[src/rtl/mem_port_arbiter_if.sv]
// Core/RAM bundle for mem_port_arbiter.
//   slave  : the arbiter view (requests and ram_do in; grants, responses and RAM drive out)
//   master : the environment view (core request side plus the block RAM)
interface mem_port_arbiter_if #(
  parameter int ADDRESS_WIDTH = 32
);
  // fetch port
  logic                     if_req;
  logic [ADDRESS_WIDTH-1:0] if_addr;
  logic                     if_gnt;
  logic                     if_rvalid;
  logic [31:0]              if_rdata;
  logic                     if_err;
  // load/store port
  logic                     d_req;
  logic                     d_we;
  logic [ADDRESS_WIDTH-1:0] d_addr;
  logic [1:0]               d_size;
  logic                     d_unsigned;
  logic [31:0]              d_wdata;
  logic                     d_gnt;
  logic                     d_rvalid;
  logic [31:0]              d_rdata;
  logic                     d_err;
  // block RAM
  logic [ADDRESS_WIDTH-1:0] ram_addr;
  logic                     ram_we;
  logic [3:0]               ram_be;
  logic [31:0]              ram_di;
  logic [31:0]              ram_do;

  modport slave (
    input  if_req, if_addr, d_req, d_we, d_addr, d_size, d_unsigned, d_wdata, ram_do,
    output if_gnt, if_rvalid, if_rdata, if_err,
           d_gnt, d_rvalid, d_rdata, d_err,
           ram_addr, ram_we, ram_be, ram_di
  );

  modport master (
    output if_req, if_addr, d_req, d_we, d_addr, d_size, d_unsigned, d_wdata, ram_do,
    input  if_gnt, if_rvalid, if_rdata, if_err,
           d_gnt, d_rvalid, d_rdata, d_err,
           ram_addr, ram_we, ram_be, ram_di
  );
endinterface

[src/rtl/mem_port_arbiter.sv]
// mem_port_arbiter: shares one single-port block RAM between the instruction
// fetch port and the load/store port.
//   clk   : clock, all state on the rising edge
//   rst_n : asynchronous active-low reset
//   bus   : mem_port_arbiter_if.slave -- fetch port, data port and RAM drive
// Grants are combinational (round-robin on conflict). The RAM has a 1-cycle
// registered read, so a small pending record captured at grant time shapes
// the response presented in the following cycle. Faulted accesses are granted
// and answered with err=1 but never write the RAM.
module mem_port_arbiter #(
  parameter int DEPTH         = 750,
  parameter int ADDRESS_WIDTH = 32
) (
  input  logic             clk,
  input  logic             rst_n,
  mem_port_arbiter_if.slave bus
);
  localparam logic [ADDRESS_WIDTH-1:0] LIMIT = ADDRESS_WIDTH'(DEPTH * 4);

  typedef enum logic { OWN_F = 1'b0, OWN_D = 1'b1 } owner_t;

  typedef struct packed {
    logic       vld;
    owner_t     own;
    logic       we;
    logic [1:0] size;
    logic       uns;
    logic [1:0] off;
    logic       fault;
  } pend_t;

  owner_t rr_last;
  pend_t  pend;

  logic f_gnt, d_gnt, f_fault, d_fault, d_mis;

  // The loser of the previous conflict (or whoever was not granted last) wins.
  assign f_gnt = bus.if_req && (!bus.d_req || rr_last == OWN_D);
  assign d_gnt = bus.d_req && (!bus.if_req || rr_last == OWN_F);

  assign f_fault = (|bus.if_addr[1:0]) || (bus.if_addr >= LIMIT);

  always_comb begin
    case (bus.d_size)
      2'b00:   d_mis = 1'b0;
      2'b01:   d_mis = bus.d_addr[0];
      2'b10:   d_mis = |bus.d_addr[1:0];
      default: d_mis = 1'b1;
    endcase
  end
  assign d_fault = d_mis || (bus.d_addr >= LIMIT);

  // RAM drive: quiet unless granted; only a clean store raises we/be.
  always_comb begin
    bus.ram_addr = '0;
    bus.ram_we   = 1'b0;
    bus.ram_be   = 4'b0000;
    bus.ram_di   = 32'h0;
    if (f_gnt) begin
      bus.ram_addr = bus.if_addr;
    end else if (d_gnt) begin
      bus.ram_addr = bus.d_addr;
      if (bus.d_we && !d_fault) begin
        bus.ram_we = 1'b1;
        case (bus.d_size)
          2'b00: begin
            bus.ram_be = 4'b0001 << bus.d_addr[1:0];
            bus.ram_di = {4{bus.d_wdata[7:0]}};
          end
          2'b01: begin
            bus.ram_be = bus.d_addr[1] ? 4'b1100 : 4'b0011;
            bus.ram_di = {2{bus.d_wdata[15:0]}};
          end
          default: begin
            bus.ram_be = 4'b1111;
            bus.ram_di = bus.d_wdata;
          end
        endcase
      end
    end
  end

  always_ff @(posedge clk or negedge rst_n) begin
    if (!rst_n) begin
      rr_last <= OWN_D;
      pend    <= '0;
    end else begin
      pend.vld <= f_gnt || d_gnt;
      if (f_gnt) begin
        rr_last    <= OWN_F;
        pend.own   <= OWN_F;
        pend.we    <= 1'b0;
        pend.size  <= 2'b10;
        pend.uns   <= 1'b0;
        pend.off   <= bus.if_addr[1:0];
        pend.fault <= f_fault;
      end else if (d_gnt) begin
        rr_last    <= OWN_D;
        pend.own   <= OWN_D;
        pend.we    <= bus.d_we;
        pend.size  <= bus.d_size;
        pend.uns   <= bus.d_unsigned;
        pend.off   <= bus.d_addr[1:0];
        pend.fault <= d_fault;
      end
    end
  end

  // Lane extraction from the word the RAM returns this cycle.
  logic [7:0]  sel_b;
  logic [15:0] sel_h;
  logic [31:0] load_data, resp_data;

  always_comb begin
    case (pend.off)
      2'd0:    sel_b = bus.ram_do[7:0];
      2'd1:    sel_b = bus.ram_do[15:8];
      2'd2:    sel_b = bus.ram_do[23:16];
      default: sel_b = bus.ram_do[31:24];
    endcase
    sel_h = pend.off[1] ? bus.ram_do[31:16] : bus.ram_do[15:0];
    case (pend.size)
      2'b00:   load_data = {{24{sel_b[7]  && !pend.uns}}, sel_b};
      2'b01:   load_data = {{16{sel_h[15] && !pend.uns}}, sel_h};
      default: load_data = bus.ram_do;
    endcase
    // Stores ack with zero data; faults never leak RAM contents.
    resp_data = (pend.we || pend.fault) ? 32'h0 : load_data;
  end

  assign bus.if_gnt    = f_gnt;
  assign bus.d_gnt     = d_gnt;
  assign bus.if_rvalid = pend.vld && pend.own == OWN_F;
  assign bus.d_rvalid  = pend.vld && pend.own == OWN_D;
  assign bus.if_rdata  = bus.if_rvalid ? resp_data : 32'h0;
  assign bus.d_rdata   = bus.d_rvalid  ? resp_data : 32'h0;
  assign bus.if_err    = bus.if_rvalid && pend.fault;
  assign bus.d_err     = bus.d_rvalid  && pend.fault;
endmodule

[src/flat_wrapper.sv]
// flat-port wrapper written by rule: the top's interface ports become plain ports
module mem_port_arbiter_flat 
#(
  parameter int DEPTH         = 750,
  parameter int ADDRESS_WIDTH = 32
)
  (clk, rst_n, bus_if_req, bus_if_addr, bus_d_req, bus_d_we, bus_d_addr, bus_d_size, bus_d_unsigned, bus_d_wdata, bus_ram_do, bus_if_gnt, bus_if_rvalid, bus_if_rdata, bus_if_err, bus_d_gnt, bus_d_rvalid, bus_d_rdata, bus_d_err, bus_ram_addr, bus_ram_we, bus_ram_be, bus_ram_di);
  mem_port_arbiter_if #(.ADDRESS_WIDTH(ADDRESS_WIDTH)) bus_i ();
  input  logic clk;
  input  logic rst_n;
  input wire logic [$bits(bus_i.if_req)-1:0] bus_if_req;
  input wire logic [$bits(bus_i.if_addr)-1:0] bus_if_addr;
  input wire logic [$bits(bus_i.d_req)-1:0] bus_d_req;
  input wire logic [$bits(bus_i.d_we)-1:0] bus_d_we;
  input wire logic [$bits(bus_i.d_addr)-1:0] bus_d_addr;
  input wire logic [$bits(bus_i.d_size)-1:0] bus_d_size;
  input wire logic [$bits(bus_i.d_unsigned)-1:0] bus_d_unsigned;
  input wire logic [$bits(bus_i.d_wdata)-1:0] bus_d_wdata;
  input wire logic [$bits(bus_i.ram_do)-1:0] bus_ram_do;
  output wire logic [$bits(bus_i.if_gnt)-1:0] bus_if_gnt;
  output wire logic [$bits(bus_i.if_rvalid)-1:0] bus_if_rvalid;
  output wire logic [$bits(bus_i.if_rdata)-1:0] bus_if_rdata;
  output wire logic [$bits(bus_i.if_err)-1:0] bus_if_err;
  output wire logic [$bits(bus_i.d_gnt)-1:0] bus_d_gnt;
  output wire logic [$bits(bus_i.d_rvalid)-1:0] bus_d_rvalid;
  output wire logic [$bits(bus_i.d_rdata)-1:0] bus_d_rdata;
  output wire logic [$bits(bus_i.d_err)-1:0] bus_d_err;
  output wire logic [$bits(bus_i.ram_addr)-1:0] bus_ram_addr;
  output wire logic [$bits(bus_i.ram_we)-1:0] bus_ram_we;
  output wire logic [$bits(bus_i.ram_be)-1:0] bus_ram_be;
  output wire logic [$bits(bus_i.ram_di)-1:0] bus_ram_di;
  assign bus_i.if_req = bus_if_req;
  assign bus_i.if_addr = bus_if_addr;
  assign bus_i.d_req = bus_d_req;
  assign bus_i.d_we = bus_d_we;
  assign bus_i.d_addr = bus_d_addr;
  assign bus_i.d_size = bus_d_size;
  assign bus_i.d_unsigned = bus_d_unsigned;
  assign bus_i.d_wdata = bus_d_wdata;
  assign bus_i.ram_do = bus_ram_do;
  assign bus_if_gnt = bus_i.if_gnt;
  assign bus_if_rvalid = bus_i.if_rvalid;
  assign bus_if_rdata = bus_i.if_rdata;
  assign bus_if_err = bus_i.if_err;
  assign bus_d_gnt = bus_i.d_gnt;
  assign bus_d_rvalid = bus_i.d_rvalid;
  assign bus_d_rdata = bus_i.d_rdata;
  assign bus_d_err = bus_i.d_err;
  assign bus_ram_addr = bus_i.ram_addr;
  assign bus_ram_we = bus_i.ram_we;
  assign bus_ram_be = bus_i.ram_be;
  assign bus_ram_di = bus_i.ram_di;
  mem_port_arbiter #(.DEPTH(DEPTH), .ADDRESS_WIDTH(ADDRESS_WIDTH)) u_core (.clk(clk), .rst_n(rst_n), .bus(bus_i));
endmodule
[config.mk]
export PLATFORM = sky130hd
export DESIGN_NAME = mem_port_arbiter_flat
export DESIGN_NICKNAME = d
export VERILOG_FILES = /design/src/rtl/mem_port_arbiter_if.sv /design/src/rtl/mem_port_arbiter.sv /design/src/flat_wrapper.sv
export SDC_FILE = /design/constraint.sdc
export NUM_CORES = 1
export LEC_CHECK = 0
export BUFFER_PORTS_ARGS = -buffer_cell sky130_fd_sc_hd__buf_4
export CORE_AREA = 2 2 107 109
export CTS_BUF_LIST = sky130_fd_sc_hd__clkbuf_2 sky130_fd_sc_hd__clkbuf_4 sky130_fd_sc_hd__clkbuf_8
export CTS_CLUSTER_DIAMETER = 50
export DETAILED_ROUTE_END_ITERATION = 10
export DIE_AREA = 0 0 109 111
export GPL_ROUTABILITY_DRIVEN = 0
export GPL_TIMING_DRIVEN = 0
export HOLD_SLACK_MARGIN = 0.1
export REMOVE_ABC_BUFFERS = 1
export SYNTH_ARGS = -nofsm -noshare
export SYNTH_HDL_FRONTEND = slang
export SYNTH_SLANG_ARGS = --single-unit
[constraint.sdc]
create_clock -name clk -period 2.3 [get_ports clk]
set_clock_uncertainty 0.05 [all_clocks]
set_input_delay 0.115 -clock clk [delete_from_list [all_inputs] [get_ports clk]]
set_output_delay 0.115 -clock clk [all_outputs]
set_load 0.02 [all_outputs]
==> results of run 1 <==
per-stage QoR:
stage / instances / power (uW) / setup WS [ns] / cell area, um^2
2_1_floorplan: 345 / 743.3 / -1.404 / 2382
4_1_cts: 779 / 1539 / -0.02051 / 4917
3_5_place_dp: 764 / 1294 / -0.4446 / 4668
6_report: 785 / 1561 / 0.07423 / 5007
5_1_grt: 785 / 1656 / 0.001598 / 5007
3_3_place_gp: 762 / 1268 / -2.094 / 4618
logic make-up (layout without fill, tap and decap cells):
kind of cell | count (synthesis) | after routing | synth area share
compound gates | 160 | 160 | 0.4605
simple gates | 132 | 135 | 0.2493
buf+inv | 49 | 312 | 0.08687
mux | 25 | 25 | 0.1041
flops | 10 | 10 | 0.09921
synthesized netlist by cell type, drive strengths merged, types with 4 or more instances:
master	number	share of area
dfrtp	9	0.089
nand2	23	0.034
nor2	59	0.088
a22o	34	0.12
mux2i	23	0.091
buf	14	0.035
nand3b	6	0.018
nand2b	9	0.022
o21a	8	0.024
o221a	14	0.062
nand4	4	0.0099
nor3	11	0.026
a21oi	34	0.073
o21ai	23	0.045
nor4	10	0.025
clkbuf	17	0.025
a21o	33	0.098
inv	18	0.027
metal layers:
metal	routed length, um	track usage	vias to the layer above
met3	1150	0.02998	32
met4	560	0.09231	0
li1	-	-	1947
met1	5100	0.2382	1880
met5	0	0	-
met2	7741	0.4356	213
registers in the layout, indices dropped and copies added, names as in the netlist:
register and cells:
u_core.pend 9, u_core.rr_last 1
power by group:
part	switching [uW]	total, uW	internal (uW)
logic	596	1130	534
registers	37.8	236	198
clock network	62.0	195	133
path summary, 6_finish.rpt:
kind | startpoint | to | cells past startpoint
min | bus_d_req | u_core.rr_last | 3
min in group asynchronous | rst_n | u_core.pend[2] | 2
min reg2reg | u_core.rr_last | u_core.rr_last | 2
max reg2reg | u_core.rr_last | u_core.pend[1] | 5
max | u_core.pend[2] | bus_d_rdata[7] | 6
max in group asynchronous | rst_n | u_core.rr_last | 2
cells in the final DEF (no fill, tap or decap), types with 2 or more instances in the layout:
cell           instances
a31oi_1                2
nor3_1                 8
o21a_1                 8
nor4_1                10
nand2_1               22
a21oi_1               30
a22oi_1                2
nor3_4                 2
o21ai_0               23
dlygate4sd3_1          3
a21boi_4               2
nand4_1                4
a211o_1                2
nor2_1                54
a22o_1                34
nor2_2                 2
or4_4                  4
inv_1                 18
buf_4                280
a21o_1                32
a21oi_2                4
o221a_2               14
o21bai_1               2
nand2b_1               9
mux2i_1               23
nand3b_1               6
buf_12                 5
dfrtp_2                2
nor2b_1                2
dfrtp_1                6
nor2_4                 3
clkbuf_8               3
worst reg2reg max path: stages (launching register included):
cell and delay [ns]:
dfstp_2 0.57, inv_1 0.09, a21boi_4 0.41, buf_8 0.24, a22o_1 0.25, a21o_1 0.10
area by class of cell:
cell class	instances	area, um^2	share of cell area
clock buffers	4	48.80	0.009745
inverters	18	67.56	0.01349
multi-input cells	320	2175	0.4343
flip-flops and latches	10	257.7	0.05147
well taps	143	178.9	0.03573
repair buffers	290	2280	0.4553
timing repair:
| action | CTS | global route |
|---|---|---|
| endpoints found under the hold margin | 13 | 0 |
| gates resized for setup | 18 | 5 |
| gates cloned | 4 | 0 |
| setup endpoints to repair | 89 | 90 |
| pin swaps | 7 | 4 |
| buffers inserted | 4 | 6 |
| hold buffers | 3 | 0 |
==> results.cfg, run 1 <==
[critical_path]
critPathRequiredTime_ns = 2.13
path_cells = buf_4 -> inv_1 -> nor3b_1 -> o21a_1 -> nor3_1 -> buf_4
end_kind = output port
crit_buf_inv = 3
cp-start-kind = flop
worstPathArrival_ns = 2.06
critPathMaxStageDelay_ns = 0.50
cp_slowest_cell = dfrtp_4
path_max_fanout = 11
crit_top_cell = buf_4
critPathTopFamily = buffers and inverters
reg2reg_slack_ns = 0.53
crit_type = reg2out

[floorplan]
core.rowCount = 39
io_pins = 275
die_width_um = 109
die_area_mm2 = 0.01210
initial_core_util = 0.2288
core_area_mm2 = 0.01108
fp.dieH_um = 111

[logic_synthesis]
synth_area_mm2 = 0.002535
ys_types = 43
syn_avg_cell_area_um2 = 6.742
ys_async_sr_fraction = 1.000
synth_edf_count = 0
ys.flop_type = dfrtp_1
ys_ff_latch = 10
yosysSeqAreaShare = 0.09921
synthCells = 376
yosys_warnings = 0

[timing]
holdWs_ns = 0.1164
finalMaxSlewViolations = 0
worst_slew_pin_slew_ns = 0.7859
hold_violations = 0
finalSetupViolations = 0
fin_crit_sh = 0.9677
max_freq_mhz = 449.3
fin_crit_ns = 2.226
slew_headroom = 0.4720
rsz0062_at_grt = no
tns_ns = 0

[cells_and_area]
syn2layout_area_growth_pct = 97.53
fillers = 1127
antenna_cells = 0
final_util = 0.4521
drive_gt1_frac = 0.5202
nets = 779

[route]
vias = 4072
drcViolationCount = 0
drt-total-wl_mm = 14.55
vias_per_cell = 5.187
routedWlPerCell_um = 18.54
ant_nets = 0
dr.pass1.iters = 4
drt_iter0_markers = 219

[clocking]
clk_latency_ns = 0.23
clock_sink_count = 10
clk_path_buf_depth = 2
cts_max_level = 1
cts_root_buffer = clkbuf_8
cts_tree = done
clkTransAtPathRegs_ns = 0.05
cts-buffers-inserted = 3

[power_and_ir_drop]
irDropWorstVdd_v = 0.0001279
leakage_uw = 0.002782
p_per_area_mw_per_mm2 = 311.8

[global_route]
grt_max_degree = 37
grt_pass1_vias = 4079
grt_pass1_wl_mm = 21.33
antenna_found_initial = 0
grt_overflow = 0
grt_usage = 0.2260

[flow_run]
cap_violations = 0

[placed_design]
hpwl_mm = 11.40
port_buffers = 274

[hold_path]
hp-class = in2reg

[run_status]
outcome = finished clean
Note: power is estimated with default switching activity, not from simulation.
==> run 2: changes to the inputs <==
- CELL_PAD_IN_SITES_DETAIL_PLACEMENT: default -> 1
- CELL_PAD_IN_SITES_GLOBAL_PLACEMENT: default -> 1
- CORE_AREA: 2 2 107 109 -> default
- CORE_MARGIN: default -> 2
- CORE_UTILIZATION: default -> 22
- DIE_AREA: 0 0 109 111 -> default
- HOLD_SLACK_MARGIN: 0.1 -> default
- PLACE_DENSITY_LB_ADDON: default -> 0.1
==> run 2 against run 1 <==
Effect of this change: setup slack better by 0.020 ns; global-route usage fell by 0.48 points; sequential power up 2%; die area increased by 2.5%; maximum frequency rose by 0.92%; cell area fell by 1.5%; clock power is 13% higher; utilization shrank 1.6 points; combinational power about the same; count of clock-buffer cells in the layout is the same; largest power group unchanged; sequential share of layout area up 0.077 points.
==> results.cfg, run 2 (synthesis gave the netlist of run 1 again) <==
[run_status]
outcome = finished clean

[timing]
rsz0062_at_grt = no
tns_ns = 0
worst_slew_pin_slew_ns = 0.6505
hold_violations = 0
slew_headroom = 0.5638
finalMaxSlewViolations = 0
fin_crit_sh = 0.9589
fin_crit_ns = 2.206
finalSetupViolations = 0
max_freq_mhz = 453.4
layout_setup_ws_ns = 0.09444

[global_route]
grt_overflow = 0
grt_max_degree = 37
antenna_found_initial = 0
grt_pass1_wl_mm = 22.34
grt_usage = 0.2212
grt_pass1_vias = 4208

[critical_path]
critPathRequiredTime_ns = 2.13
crit_type = reg2out
r2r_start = u_core.rr_last
cp-start-kind = flop
path_max_fanout = 3
timing.rr.end = u_core.pend[1]
worstPathArrival_ns = 2.04
end_kind = output port
reg2reg_slack_ns = 0.66
ff2ff_path_depth = 4

[cells_and_area]
fillers = 1426
fin_cells = 778
drive_gt1_frac = 0.5197
largest_register = u_core.pend
mostFrequentLayoutCells = 278 x buf_4, 54 x nor2_1, 34 x a22o_1
syn2layout_area_growth_pct = 94.62
layout_commonest_cell = buf_4
reg_top3 = u_core.pend: 9 flops, u_core.rr_last: 1 flops
antenna_cells = 0
nets = 772
largest_reg_flops = 9

[hold_path]
hold_path_startpoint = bus_if_req
min_delay_path_depth = 2
hp-class = in2reg
hold_path_end = u_core.rr_last

[power_and_ir_drop]
leakage_uw = 0.002745
p_per_area_mw_per_mm2 = 319.2
irDropWorstVdd_v = 0.0001182
total_power_uw = 1575

[route]
vias_per_cell = 5.208
routedWlPerCell_um = 19.30
ant_nets = 0
drcViolationCount = 0
vias = 4052
dr.pass1.iters = 4
drt-total-wl_mm = 15.02
drt_iter0_markers = 130

[clocking]
clk_latency_ns = 0.24
cts_tree = done
cts_root_buffer = clkbuf_8
clkTransAtPathRegs_ns = 0.05
clock_sink_count = 10
cts_max_level = 1
cts-buffers-inserted = 3
clk_path_buf_depth = 2

[floorplan]
core_area_mm2 = 0.01132
io_pins = 275
core.rowCount = 39
initial_core_util = 0.2239
die_area_mm2 = 0.01240
die_width_um = 111.3
fp.dieH_um = 111.3

[placed_design]
port_buffers = 274
place_ws_ns = -0.4560
hpwl_mm = 12.09
dp.cells = 764

[flow_run]
cap_violations = 0
## run 2: timing repair
item | CTS | global route
pin swaps | 5 | 1
hold buffers | 1 | 0
endpoints found under the hold margin | 10 | 0
setup buffers | 7 | 1
setup endpoints to repair | 91 | 23
gates cloned | 1 | 0
resized for setup | 19 | 3
## run 2: cell type report
| cell class | count | area [um^2] | share of cell area |
|---|---|---|---|
| multi-input cells | 318 | 2155 | 0.4367 |
| inverters | 18 | 67.56 | 0.01370 |
| well taps | 143 | 178.9 | 0.03627 |
| flip-flops and latches | 10 | 257.7 | 0.05224 |
| clock buffers | 4 | 55.05 | 0.01116 |
| repair buffers | 285 | 2220 | 0.4499 |
## run 2: report_power, final
group / internal [uW] / leakage [uW] / switching (uW) / total [uW]
sequential: 198 / 0.000113 / 42.3 / 240
combinational: 523 / 0.00260 / 590 / 1110
clock: 151 / 0.0000288 / 70.6 / 221
## run 2: per-stage QoR
step | util | hold slack [ns] | area [um^2]
after CTS | 0.4329 | 0.02453 | 4901
after floorplan | - | -0.2306 | 2382
after detailed placement | 0.4130 | -0.09744 | 4676
after global routing | 0.4358 | 0.03256 | 4933
after global placement | 0.4079 | -0.1017 | 4618
final | 0.4358 | 0.02720 | 4933
## run 2: critical path, stage by stage, from the launching register on
cell and delay (ns):
dfrtp_4 0.50, buf_4 0.15, mux2i_1 0.13, a211o_1 0.39, or2_2 0.32, a21oi_1 0.13, buf_4 0.18
## run 2: routing by layer
layer  vias to the layer above  routed length (um)  track usage
met3                        11                1172      0.04790
li1                       1924                   -            -
met4                         0                 170      0.03868
met2                       176                8118       0.4427
met5                         -                   0            0
met1                      1941                5555       0.2383
## run 2: worst max path at each step
stage	startpoint	endpoint	slack, ns
6_report	u_core.pend[2]	bus_if_rdata[30]	0.09
3_5_place_dp	u_core.pend[2]	bus_d_rdata[28]	-0.46
5_1_grt	u_core.pend[5]	bus_d_rdata[0]	0.002
3_3_place_gp	u_core.rr_last	bus_ram_be[1]	-2.16
2_1_floorplan	u_core.rr_last	bus_ram_be[0]	-1.40
4_1_cts	u_core.pend[7]	bus_d_rdata[12]	0.03
